--- src/rtl/seg_display_arbiter.sv ---
// seg_display_arbiter
//   Shares the 8-digit hex seven-segment display between three requesters
//   (0 = fault/status, 1 = debug word, 2 = user/monitor word). One owner at
//   a time, with a guaranteed minimum dwell, urgent preemption by requester 0
//   and per-owner blinking.
//
// Ports
//   clk        system clock
//   rst        asynchronous active-high reset
//   req[2:0]   level request per requester
//   blink[2:0] per-requester blink enable, honoured while granted
//   data0..2   32-bit hex words, nibble 0 = rightmost digit
//   grant      one-hot owner, 3'b000 = idle
//   grant_ack  one-cycle pulse when a new non-idle owner is granted
//   disp_data  word to the display scan driver
//   digit_en   per-digit enable, 1 = lit
//   busy       grant != 0
//
// state | meaning
// ------+-------------------------------------------------------------
// IDLE  | nobody granted, DEFAULT_DATA shown, all digits lit
// SHOW  | owner granted, dwell counting up toward DWELL_CYCLES-1
// OPEN  | dwell met, owner may be replaced or released every cycle
module seg_display_arbiter #(
    parameter int unsigned DWELL_CYCLES = 5_000_000,
    parameter int unsigned BLINK_CYCLES = 2_500_000,
    parameter logic [31:0] DEFAULT_DATA = 32'h0000_0000
) (
    input  logic        clk,
    input  logic        rst,
    input  logic [2:0]  req,
    input  logic [2:0]  blink,
    input  logic [31:0] data0,
    input  logic [31:0] data1,
    input  logic [31:0] data2,
    output logic [2:0]  grant,
    output logic        grant_ack,
    output logic [31:0] disp_data,
    output logic [7:0]  digit_en,
    output logic        busy
);

    localparam int DW = (DWELL_CYCLES > 1) ? $clog2(DWELL_CYCLES) : 1;
    localparam int BW = (BLINK_CYCLES > 1) ? $clog2(BLINK_CYCLES) : 1;
    localparam logic [DW-1:0] DWELL_LAST = DW'(DWELL_CYCLES - 1);
    localparam logic [BW-1:0] BLINK_LAST = BW'(BLINK_CYCLES - 1);

    typedef enum logic [1:0] {IDLE, SHOW, OPEN} state_t;

    state_t        state;
    logic [1:0]    owner_idx;
    logic [1:0]    rr_ptr;
    logic [DW-1:0] dwell_cnt;
    logic [BW-1:0] blink_cnt;
    logic          blink_phase;

    // Round-robin pick: first set bit of m scanning upward from p+1 (mod 3).
    // Returns {found, index}.
    function automatic logic [2:0] rr_pick(input logic [2:0] m, input logic [1:0] p);
        logic [1:0] i0, i1, i2;
        i0 = (p == 2'd2) ? 2'd0 : p + 2'd1;
        i1 = (i0 == 2'd2) ? 2'd0 : i0 + 2'd1;
        i2 = (i1 == 2'd2) ? 2'd0 : i1 + 2'd1;
        if (m[i0]) return {1'b1, i0};
        if (m[i1]) return {1'b1, i1};
        if (m[i2]) return {1'b1, i2};
        return 3'b000;
    endfunction

    function automatic logic [31:0] sel_data(input logic [1:0] idx,
                                             input logic [31:0] d0,
                                             input logic [31:0] d1,
                                             input logic [31:0] d2);
        case (idx)
            2'd0:    return d0;
            2'd1:    return d1;
            default: return d2;
        endcase
    endfunction

    logic [2:0]  pick_all, pick_oth;
    logic        preempt, dwell_done, blink_wrap, next_phase;
    logic        owner_req, owner_blink;
    logic        take, go_idle;
    logic [1:0]  take_idx;
    logic [31:0] take_data, owner_data;

    always_comb begin
        pick_all    = rr_pick(req, rr_ptr);
        pick_oth    = rr_pick(req & ~grant, rr_ptr);
        preempt     = req[0] && (grant[1] || grant[2]);
        dwell_done  = (dwell_cnt == DWELL_LAST);
        blink_wrap  = (blink_cnt == BLINK_LAST);
        next_phase  = blink_wrap ? ~blink_phase : blink_phase;
        owner_req   = 1'b0;
        owner_blink = 1'b0;
        case (owner_idx)
            2'd0:    begin owner_req = req[0]; owner_blink = blink[0]; end
            2'd1:    begin owner_req = req[1]; owner_blink = blink[1]; end
            2'd2:    begin owner_req = req[2]; owner_blink = blink[2]; end
            default: begin owner_req = 1'b0;   owner_blink = 1'b0;     end
        endcase
        owner_data = sel_data(owner_idx, data0, data1, data2);

        take     = 1'b0;
        take_idx = 2'd0;
        go_idle  = 1'b0;
        case (state)
            IDLE: begin
                take     = pick_all[2];
                take_idx = pick_all[1:0];
            end
            default: begin
                if (preempt) begin
                    take     = 1'b1;
                    take_idx = 2'd0;
                end else if (state == OPEN && pick_oth[2]) begin
                    take     = 1'b1;
                    take_idx = pick_oth[1:0];
                end else if (state == OPEN && !owner_req) begin
                    go_idle = 1'b1;
                end else if (state == SHOW && dwell_done && req == 3'b000) begin
                    // Dwell expires with nobody asking: release directly.
                    go_idle = 1'b1;
                end
            end
        endcase
        take_data = sel_data(take_idx, data0, data1, data2);
    end

    always_ff @(posedge clk or posedge rst) begin
        if (rst) begin
            state       <= IDLE;
            owner_idx   <= 2'd0;
            rr_ptr      <= 2'd2;
            dwell_cnt   <= '0;
            blink_cnt   <= '0;
            blink_phase <= 1'b0;
            grant       <= 3'b000;
            grant_ack   <= 1'b0;
            disp_data   <= DEFAULT_DATA;
            digit_en    <= 8'hFF;
            busy        <= 1'b0;
        end else begin
            grant_ack <= 1'b0;
            if (take) begin
                state       <= SHOW;
                owner_idx   <= take_idx;
                rr_ptr      <= take_idx;
                grant       <= 3'b001 << take_idx;
                grant_ack   <= 1'b1;
                busy        <= 1'b1;
                dwell_cnt   <= '0;
                blink_cnt   <= '0;
                blink_phase <= 1'b0;
                disp_data   <= take_data;
                digit_en    <= 8'hFF;
            end else if (go_idle || state == IDLE) begin
                state       <= IDLE;
                grant       <= 3'b000;
                busy        <= 1'b0;
                dwell_cnt   <= '0;
                blink_cnt   <= '0;
                blink_phase <= 1'b0;
                disp_data   <= DEFAULT_DATA;
                digit_en    <= 8'hFF;
            end else begin
                if (state == SHOW) begin
                    if (dwell_done)
                        state <= OPEN;
                    else
                        dwell_cnt <= dwell_cnt + 1'b1;
                end
                // Live tracking while the owner still asks; frozen otherwise.
                if (owner_req)
                    disp_data <= owner_data;
                blink_cnt   <= blink_wrap ? '0 : blink_cnt + 1'b1;
                blink_phase <= next_phase;
                // Use the upcoming phase so digit_en lines up with the counter.
                digit_en    <= (owner_blink && next_phase) ? 8'h00 : 8'hFF;
            end
        end
    end

endmodule

--- config.mk ---
export PLATFORM = sky130hd
export DESIGN_NAME = seg_display_arbiter
export DESIGN_NICKNAME = d
export VERILOG_FILES = /design/src/rtl/seg_display_arbiter.sv
export SDC_FILE = /design/constraint.sdc
export NUM_CORES = 1
export LEC_CHECK = 0
export CAP_MARGIN = 20
export CORE_MARGIN = 2
export CORE_UTILIZATION = 48
export DETAILED_ROUTE_END_ITERATION = 10
export HOLD_SLACK_MARGIN = 0.05
export PLACE_DENSITY = 0.81
export SLEW_MARGIN = 20
export SYNTH_ARGS = -nofsm -noshare
export SYNTH_HDL_FRONTEND = slang
export SYNTH_SLANG_ARGS = --single-unit
export TNS_END_PERCENT = 10
--- constraint.sdc ---
create_clock -name clk -period 3.9 [get_ports clk]
set_input_delay 0.39 -clock clk [delete_from_list [all_inputs] [get_ports clk]]
set_output_delay 0.39 -clock clk [all_outputs]
set_load 0.02 [all_outputs]
* After elaboration in Yosys (flattened, before gate mapping)
Cells that the tools add are included.
** Cells by class
- Multiplexer cells :: 79
- Div/mod/pow operators :: 0
- Magnitude comparators :: 3
- Shifts and indexed selects :: 1
- Multiply operators :: 0
- Reduce and logical (&&, ||, !) cells :: 19
- Add/subtract/negate cells :: 5
- Eq/ne operators :: 11
- Bitwise gates (word level) :: 3
** Operator list (number)
- $pmux W32 S2 :: 2
- $mux W32 :: 3
- $mux W23 :: 4
- $mux W22 :: 3
- $mux W3 :: 14
- $mux W1 :: 32
- $mux W8 :: 3
- $add A23 B1 Y23 const B :: 1
- $eq A23 B23 Y1 const B :: 1
- $add A22 B1 Y22 const B :: 1
- $eq A22 B22 Y1 const B :: 1
- $mux W2 :: 10
- $bmux W1 S2 :: 6
- $eq A2 B2 Y1 const B :: 5
- $lt A2 B3 Y1 const B :: 3
- $reduce_bool A3 Y1 :: 3
- $add A2 B1 Y2 const B :: 3
- $eq A2 B1 Y1 const B :: 3
- $logic_and A1 B1 Y1 :: 6
- $logic_not A2 Y1 :: 3
- $pmux W1 S3 :: 2
- $reduce_and A2 Y1 :: 2
- $and A3 B3 Y3 :: 1
- $logic_not A3 Y1 :: 1
- 7 further kinds :: 8
** Storage, ports and cells
- Output and inout bits :: 45
- Logic and storage cells :: 132
- ROM bits :: 0
- Flip-flop bits (word level) :: 97
- Bits in writable memories :: 0
- Memories kept :: 0
- Bits in latches :: 0

* Logic depth before layout (Yosys ltp)
Gate-level depths: netlist of the first run.
- Depth after elaboration :: 21
- Gate-level depth with buffers :: 8
- Depth with buffers taken out :: 6

* Least setup slack after synthesis of the first run
Ideal clock, no wire load.
- Kind :: register to register
- Start :: reg grant[2]
- End :: reg disp_data[0]
- Buffers on the path :: 1
- Data arrival time :: 1.769 ns
- Path slack :: 2.001 ns
- Stages on the path, launching flop included :: 7
- Library setup time :: 0.130 ns
- Path through :: dfrtp_1 -> or3b_1 -> a22o_1 -> a32o_1 -> buf_2 -> a22oi_1 -> a31oi_1
** Between the ends
- Cells in the longest elaborated chain, start to end :: 17
- Elaborated cells on any way between the ends :: 38
- Those cells by class :: eq/ne: 1; mux: 29; bitwise: 2; reduce/logical: 6
** Ends and longest elaborated chain
- start, declared :: line 36 : output logic [2:0] grant,
- start signal, assigned :: line 150 : grant <= 3'b001 << take_idx;
- $not A3 Y3 :: line 90 : pick_oth = rr_pick(req & ~grant, rr_ptr);
- $and A3 B3 Y3 :: line 90
- $bmux W1 S2 :: line 66 : if (m[i2]) return {1'b1, i2};
- $mux W1 (implied by the code) :: line 66
- $mux W1 (2 in a row) :: line 66
- $mux W1 :: line 65 : if (m[i1]) return {1'b1, i1};
- $mux W3 :: line 67 : return 3'b000;
- $mux W3 :: line 66
- $mux W3 :: line 65
- $logic_and A1 B1 Y1 :: line 117 : end else if (state == OPEN && pick_oth[2]) begin
- $mux W2 / $mux W1 (equally long branches) :: line 117
- $mux W2 / $mux W1 (equally long branches) :: line 114 : if (preempt) begin
- $mux W2 / $mux W1 (equally long branches) :: line 108 : case (state)
- $eq A2 B1 Y1, or another cell as far along :: line 74 : case (idx)
- $pmux W32 S2 / $mux W32 (equally long branches) :: line 74, 158
- $mux W32 :: line 146 : if (take) begin
- end signal, assigned :: line 156 : disp_data <= take_data;
- end signal, assigned :: line 176 : disp_data <= owner_data;
- end, declared :: line 38 : output logic [31:0] disp_data,
Several ways; a longest one is shown, not always the timed one. The select of a mux whose other input is x is not followed.
A chain may end at the register's enable or synchronous reset.

* Worst setup path in the final report of the first run
- Start :: reg owner_idx[0]
- End :: reg blink_cnt[21]
** Between the ends
- Cells in the longest elaborated chain, start to end :: 11
- Elaborated cells on any way between the ends :: 13
- Those cells by class :: eq/ne: 2; mux: 7; reduce/logical: 4
** Ends and longest elaborated chain
- start, declared :: line 51 : logic [1:0] owner_idx;
- start signal, assigned :: line 148 : owner_idx <= take_idx;
- $eq A2 B2 Y1, or another cell as far along :: line 97 : case (owner_idx)
- $pmux W1 S3 * :: line 97
- $logic_not A1 Y1 * :: line 120 : end else if (state == OPEN && !owner_req) begin
- $logic_and A1 B1 Y1 * :: line 120
- $mux W1 * :: line 120
- $mux W1 * :: line 117
- $mux W1 * :: line 114
- $mux W1 * :: line 108
- $logic_or A1 B1 Y1 * :: line 158 : end else if (go_idle || state == IDLE) begin
- $mux W22 * :: line 158
- $mux W22 * :: line 146
- end signal, assigned :: line 177 : blink_cnt <= blink_wrap ? '0 : blink_cnt + 1'b1;
- end, declared :: line 54 : logic [BW-1:0] blink_cnt;
Every way passes the cells marked *; elsewhere a longest branch is shown, timed or not.

==> results.toml, run 1 <==
[worst_hold_path]
hold_class = "flip-flop to flip-flop"

[power]
p_int_mw = 2.01
sw_frac_of_total = 0.315
power_density_mw_per_mm2 = 381
switchingPower_mw = 0.924
clockPowerShare = 0.298
cellLeakagePower_nw = 3.19
comb_power_share = 0.288
power_mw = 2.94
p_seq_frac = 0.414
vdd_ir_drop_max_mv = 0.197

[worst_setup_path]
arrival_ns = 3.15
end_kind = "flip-flop"
cpPeakStageDelay_ns = 0.88
crit_buf_inv = 1
critical_path_required_ns = 4.16
critical-path-top-delay-family = "simple AND/OR/NAND/NOR gates"
critPathMaxFanout = 31
critPathKind = "flip-flop to flip-flop"
worst_setup_path_start_kind = "flip-flop"
slowest_stage = "dfrtp_1"
crit_chain = "nor2b_1, o2bb2ai_4, buf_4, a31oi_4, or3_1, a21oi_1"

[final_layout]
syn2layout_area_growth_pct = 31.3
design_area_mm2 = 0.00771
stdcell_count = 921
antenna_cells = 0
final_nets = 875
seqCellArea_mm2 = 0.00223
final_core_util = 0.644
drive_gt1_frac = 0.101
n_fill_cell = 918
multi_input_area_mm2 = 0.00334

[clocking]
cts_root_buf = "clkbuf_16"
cts_buffer_depth = 2
path_clk_slew_ns = 0.07
clock_latency_ns = 0.34
h-tree-depth = 3
clock_sink_count = 89
cts_resized = 0
cts_tree = "built"
postCtsSetupRepairBufs = 0
ctsHoldBuffers = 0
cts_buffers = 9

[timing]
worstMarginPinSlew_ns = 0.979
fin_crit_ns = 2.89
rsz0062_at_grt = "false"
drv_slew = 0
tns_ns = 0
finalSetupViolCount = 0
finalClockSkew_ns = 0.00831
slew_headroom = 0.348
min_period_over_period = 0.742
setup_ws_ns = 1.01
timing.hold.ws_ns = 0.490
max_freq_ghz = 0.346
hold_viol = 0

[synth]
synth_nets = 757
synth_fa_ha_area_frac = 0.00427
async_flop_share = 1.00
yosysSeqAreaShare = 0.380
yosysTopAreaCellShare = 0.371
yosys.area_share.simple = 0.251
synth.area.mux_share = 0.121
synth-edff-count = 0
yosysWarnings = 0
synth-main-ff-cell = "dfrtp_1"
synth-seq-cells = 89
synth_area_mm2 = 0.00587
synth_xor_area_frac = 0.0567
syn_avg_cell_area_um2 = 9.01
post-synth-top-area-cell = "dfrtp_1"
synth_cell_types = 58
synth_top_family_by_area = "simple AND/OR/NAND/NOR gates"
synth_compound_area_frac = 0.131
yosys-top-cells-area = "dfrtp_1 37%, mux2_2 6.1%, mux2i_1 6.0%"
synthCells = 651

[placed_design]
preCtsSetupSlack_ns = 0.950
port-buffer-count = 148
finalWeightedCongestion = 0.986
place_area_mm2 = 0.00741
hpwl_um = 12300
dp.cells = 905

[global_route]
grt_pass1_vias = 5958
antenna_found_initial = 0
grt_overflow = 0
grt_pass1_wl_um = 29200
track_usage = 0.275
grt_max_degree = 65

[floorplanning]
fp-row-count = 40
io_pins = 149
die_x_um = 115
die_h_um = 115
coreArea_mm2 = 0.0120
initial_core_util = 0.490
die_area_mm2 = 0.0131

[drt]
dr.pass1.iters = 6
top_layer = "met4"
wl_met2_um = 8620
drtIter0Drc = 556
ant_nets = 0
wl_per_cell_um = 19.4
drc = 0
wl_met1_um = 7110
dr_wl_met3_um = 1680
num_vias = 5937
wl_um = 17900
via_per_inst = 6.45

[flow_run]
maxCapViolations = 0

[status]
outcome = "completed"
-- cells in the mapped netlist, types with 4 or more instances --
cell	n
dfrtp_1	87
nor2_1	60
nand3_1	48
nand2_1	47
nand4_1	45
nor4_1	40
mux2i_1	35
a22oi_1	32
a31oi_1	32
mux2_2	32
xnor2_1	23
clkbuf_1	20
buf_2	19
xor2_1	15
inv_1	11
buf_4	8
buf_1	7
nor3_1	6
o21ai_0	6
a21oi_1	5
and3_1	5
and4_1	5
nand2b_1	5
a21o_1	4
and2_1	4
or3_1	4
-- worst reg2reg max path: stages (launching register included) --
cell and delay, ns:
dfrtp_1 0.88, nor2b_1 0.37, o2bb2ai_4 0.14, buf_4 0.35
a31oi_4 0.15, or3_1 0.67, a21oi_1 0.23
-- final cells by class --
class                           instances  share of cell area
Multi-Input combinational cell        494               0.434
Sequential cell                        89               0.289
Timing Repair Buffer                  163               0.208
Clock buffer                           11              0.0315
Tap cell                              147              0.0239
Clock inverter                          5             0.00714
Inverter                               12             0.00617
-- layout by cell type (no fill, tap or decap), types with 10 or more instances in the layout --
master	Yosys	layout
clkdlybuf4s50_1	0	148
a22oi_1	32	32
nand3_1	48	48
nand4_1	45	45
mux2_2	32	32
mux2i_1	35	35
nor2_1	60	60
buf_4	8	14
xor2_1	15	15
nand2_1	47	47
inv_1	11	10
dfrtp_1	87	87
nor4_1	40	40
xnor2_1	23	23
a31oi_1	32	32
-- power groups by stage --
stage / Sequential [mW] / Combinational, mW / Clock [mW]
6_report: 1.21 / 0.846 / 0.875
5_1_grt: 1.23 / 0.912 / 0.922
4_1_cts: 1.21 / 0.844 / 0.880
3_5_place_dp: 1.23 / 0.839 / 0
3_3_place_gp: 1.22 / 0.814 / 0
2_1_floorplan: 1.28 / 0.386 / 0
-- cell families after synthesis --
group | count (synthesis)
AO/OA/AOI/OAI | 103
XOR/XNOR | 38
adder cells (fa/ha/maj) | 2
buffers and inverters | 68
flip-flops | 89
multiplexers | 67
AND/OR/NAND/NOR | 284
-- routing by layer --
metal	vias up	GRT usage
met4	0	0.118
met5	-	0
met3	42	0.0678
met1	2891	0.346
met2	331	0.451
li1	2673	-
-- state kept, by name, indices dropped and copies added, names as in the netlist --
signal       count
blink_phase      1
owner_idx        2
blink_cnt       22
rr_ptr           1
dwell_cnt       23
busy             1
digit_en         1
disp_data       32
grant            3
state            2
grant_ack        1
-- worst paths after layout --
kind                                          start                        end  slack [ns]  cells after the start
setup / recovery           owner_idx[0]$_DFFE_PP0N_    blink_cnt[21]$_DFF_PP0_        1.01                      6
hold / removal               blink_cnt[0]$_DFF_PP0_     blink_cnt[0]$_DFF_PP0_        0.49                      1
setup reg to reg           owner_idx[0]$_DFFE_PP0N_    blink_cnt[21]$_DFF_PP0_        1.01                      6
hold reg to reg              blink_cnt[0]$_DFF_PP0_     blink_cnt[0]$_DFF_PP0_        0.49                      1
max in group asynchronous                       rst  disp_data[22]$_DFFE_PP0P_        2.45                      3
min in group asynchronous                       rst    blink_cnt[15]$_DFF_PP0_        0.55                      2
(Power assumes the default switching activity.)
==> inputs of run 2 (changes only) <==
--- a/config.mk
+++ b/config.mk
@@ -7,10 +7,10 @@
 export LEC_CHECK = 0
 export CAP_MARGIN = 20
 export CORE_MARGIN = 2
-export CORE_UTILIZATION = 48
+export CORE_UTILIZATION = 45
 export DETAILED_ROUTE_END_ITERATION = 10
 export HOLD_SLACK_MARGIN = 0.05
-export PLACE_DENSITY = 0.81
+export PLACE_DENSITY = 0.79
 export SLEW_MARGIN = 20
 export SYNTH_ARGS = -nofsm -noshare
 export SYNTH_HDL_FRONTEND = slang
==> constraint.sdc (replaced) <==
create_clock -name clk -period 2.55 [get_ports clk]
set_input_delay 0.255 -clock clk [delete_from_list [all_inputs] [get_ports clk]]
set_output_delay 0.255 -clock clk [all_outputs]
set_load 0.02 [all_outputs]
==> results.toml, run 2 (synthesis gave the netlist of run 1 again) <==
[drt]
ant_nets = 0
drc = 0
wl_um = 18400
dr.pass1.iters = 6
drtIter0Drc = 670
num_vias = 6081
via_per_inst = 6.37
wl_per_cell_um = 19.3

[global_route]
grt_pass1_wl_um = 30500
grt_max_degree = 65
grt_pass1_vias = 6325
grt_overflow = 0
track_usage = 0.265
antenna_found_initial = 0

[final_layout]
final_common_cell = "clkdlybuf4s50_1"
antenna_cells = 0
top_regs = "disp_data x32, dwell_cnt x23, blink_cnt x22"
final_nets = 884
n_fill_cell = 1035
seqCellArea_mm2 = 0.00223
largest_reg_flops = 32
drive_gt1_frac = 0.111
regMostFlops = "disp_data"
layout_common_cells = "148 x clkdlybuf4s50_1, 87 x dfrtp_1, 60 x nor2_1"
syn2layout_area_growth_pct = 34.2
multi_input_area_mm2 = 0.00334
design_area_mm2 = 0.00787
final_core_util = 0.621

[worst_setup_path]
critPathMaxFanout = 20
critical_path_required_ns = 2.75
worst_setup_path_start_kind = "flip-flop"
r2r-end = "blink_cnt[9]$_DFF_PP0_"
crit_start = "blink_cnt[0]$_DFF_PP0_"
critPathKind = "flip-flop to flip-flop"
cpPeakStageDelay_ns = 0.62
slowest_stage = "or3_1"
end_kind = "flip-flop"
crit_chain = "ha_1, nand4_1, nor4_1, or3_1, nor2_1"
r2r_slack_ns = 0.24
cp-endpoint = "blink_cnt[9]$_DFF_PP0_"
reg2regPathDepth = 5
r2r_start = "blink_cnt[0]$_DFF_PP0_"
arrival_ns = 2.51

[timing]
min_period_over_period = 0.907
rsz0062_at_grt = "false"
setup_ws_ns = 0.238
max_freq_ghz = 0.432
slew_headroom = 0.526
finalClockSkew_ns = 0.00683
fin_crit_ns = 2.31
tns_ns = 0
drv_slew = 0
worstMarginPinSlew_ns = 0.709
finalSetupViolCount = 0
hold_viol = 0

[floorplanning]
die_x_um = 118
fp-row-count = 41
coreArea_mm2 = 0.0127
io_pins = 149
die_h_um = 118
initial_core_util = 0.463
die_area_mm2 = 0.0140

[worst_hold_path]
hold_class = "primary input to async pin"

[clocking]
postCtsSetupRepairBufs = 0
cts_resized = 0
ctsHoldBuffers = 0
cts_buffer_depth = 2
clock_latency_ns = 0.35
cts_tree = "built"
clock_sink_count = 89
cts_root_buf = "clkbuf_16"
h-tree-depth = 3
cts_buffers = 9
path_clk_slew_ns = 0.06

[status]
outcome = "completed"

[flow_run]
maxCapViolations = 0

[placed_design]
finalWeightedCongestion = 0.937
hpwl_um = 12700
place_area_mm2 = 0.00757
preCtsSetupSlack_ns = 0.0788
port-buffer-count = 148

[power]
power_density_mw_per_mm2 = 576
cellLeakagePower_nw = 3.26
vdd_ir_drop_max_mv = 0.422
==> run 2: cell types whose count changed in the layout (fill, tap and decap cells not counted), sizes merged <==
cell and change:
clkinvlp -1, clkbuf -1, buf +9, inv +2
==> run 2: routing by layer <==
metal / part of all wire / up-vias / wire [um] / global-route usage
met5: 0 / - / 0 / 0
met4: 0.035 / 0 / 643 / 0.130
met3: 0.093 / 83 / 1710 / 0.0709
met2: 0.49 / 387 / 8970 / 0.442
met1: 0.39 / 2908 / 7120 / 0.315
li1: - / 2703 / - / -
==> run 2: worst min-delay path by stage <==
stage / endpoint / cells past startpoint / from / slack, ns
after floorplan: disp_data[0]$_DFFE_PP0P_ / 2 / data0[0] / 0.43
after global placement: blink_cnt[0]$_DFF_PP0_ / 1 / blink_cnt[0]$_DFF_PP0_ / 0.47
after detailed placement: busy$_DFFE_PP0P_ / 1 / busy$_DFFE_PP0P_ / 0.49
after CTS: disp_data[28]$_DFFE_PP0P_ / 2 / rst / 0.37
after global routing: disp_data[29]$_DFFE_PP0P_ / 2 / rst / 0.41
final: disp_data[28]$_DFFE_PP0P_ / 2 / rst / 0.36
==> run 2: final cells by class <==
cell class	instances	area share
clock inverters	6	0.00938
flip-flops and latches	89	0.283
multi-input cells	494	0.424
clock buffers	10	0.0291
repair buffers	172	0.221
well taps	172	0.0273
inverters	12	0.00620
==> run 2: metrics by stage <==
step | cells | total power, mW | hold WS [ns]
2_1_floorplan | 651 | 2.55 | 0.425
3_5_place_dp | 939 | 3.17 | 0.485
4_1_cts | 955 | 4.55 | 0.369
5_1_grt | 955 | 4.75 | 0.409
6_report | 955 | 4.53 | 0.363
3_3_place_gp | 939 | 3.11 | 0.469
==> run 2: critical path: cells and delay by family (launching register included) <==
kind          cells  cell delay, ns
flops             1            0.41
simple gates      4            1.51
fa+ha+maj         1            0.25
==> run 2: report_power, final <==
part           switching (mW)  total (mW)  internal (mW)
clock                   0.595        1.37          0.774
combinational           0.635        1.31          0.671
sequential              0.224        1.86           1.64
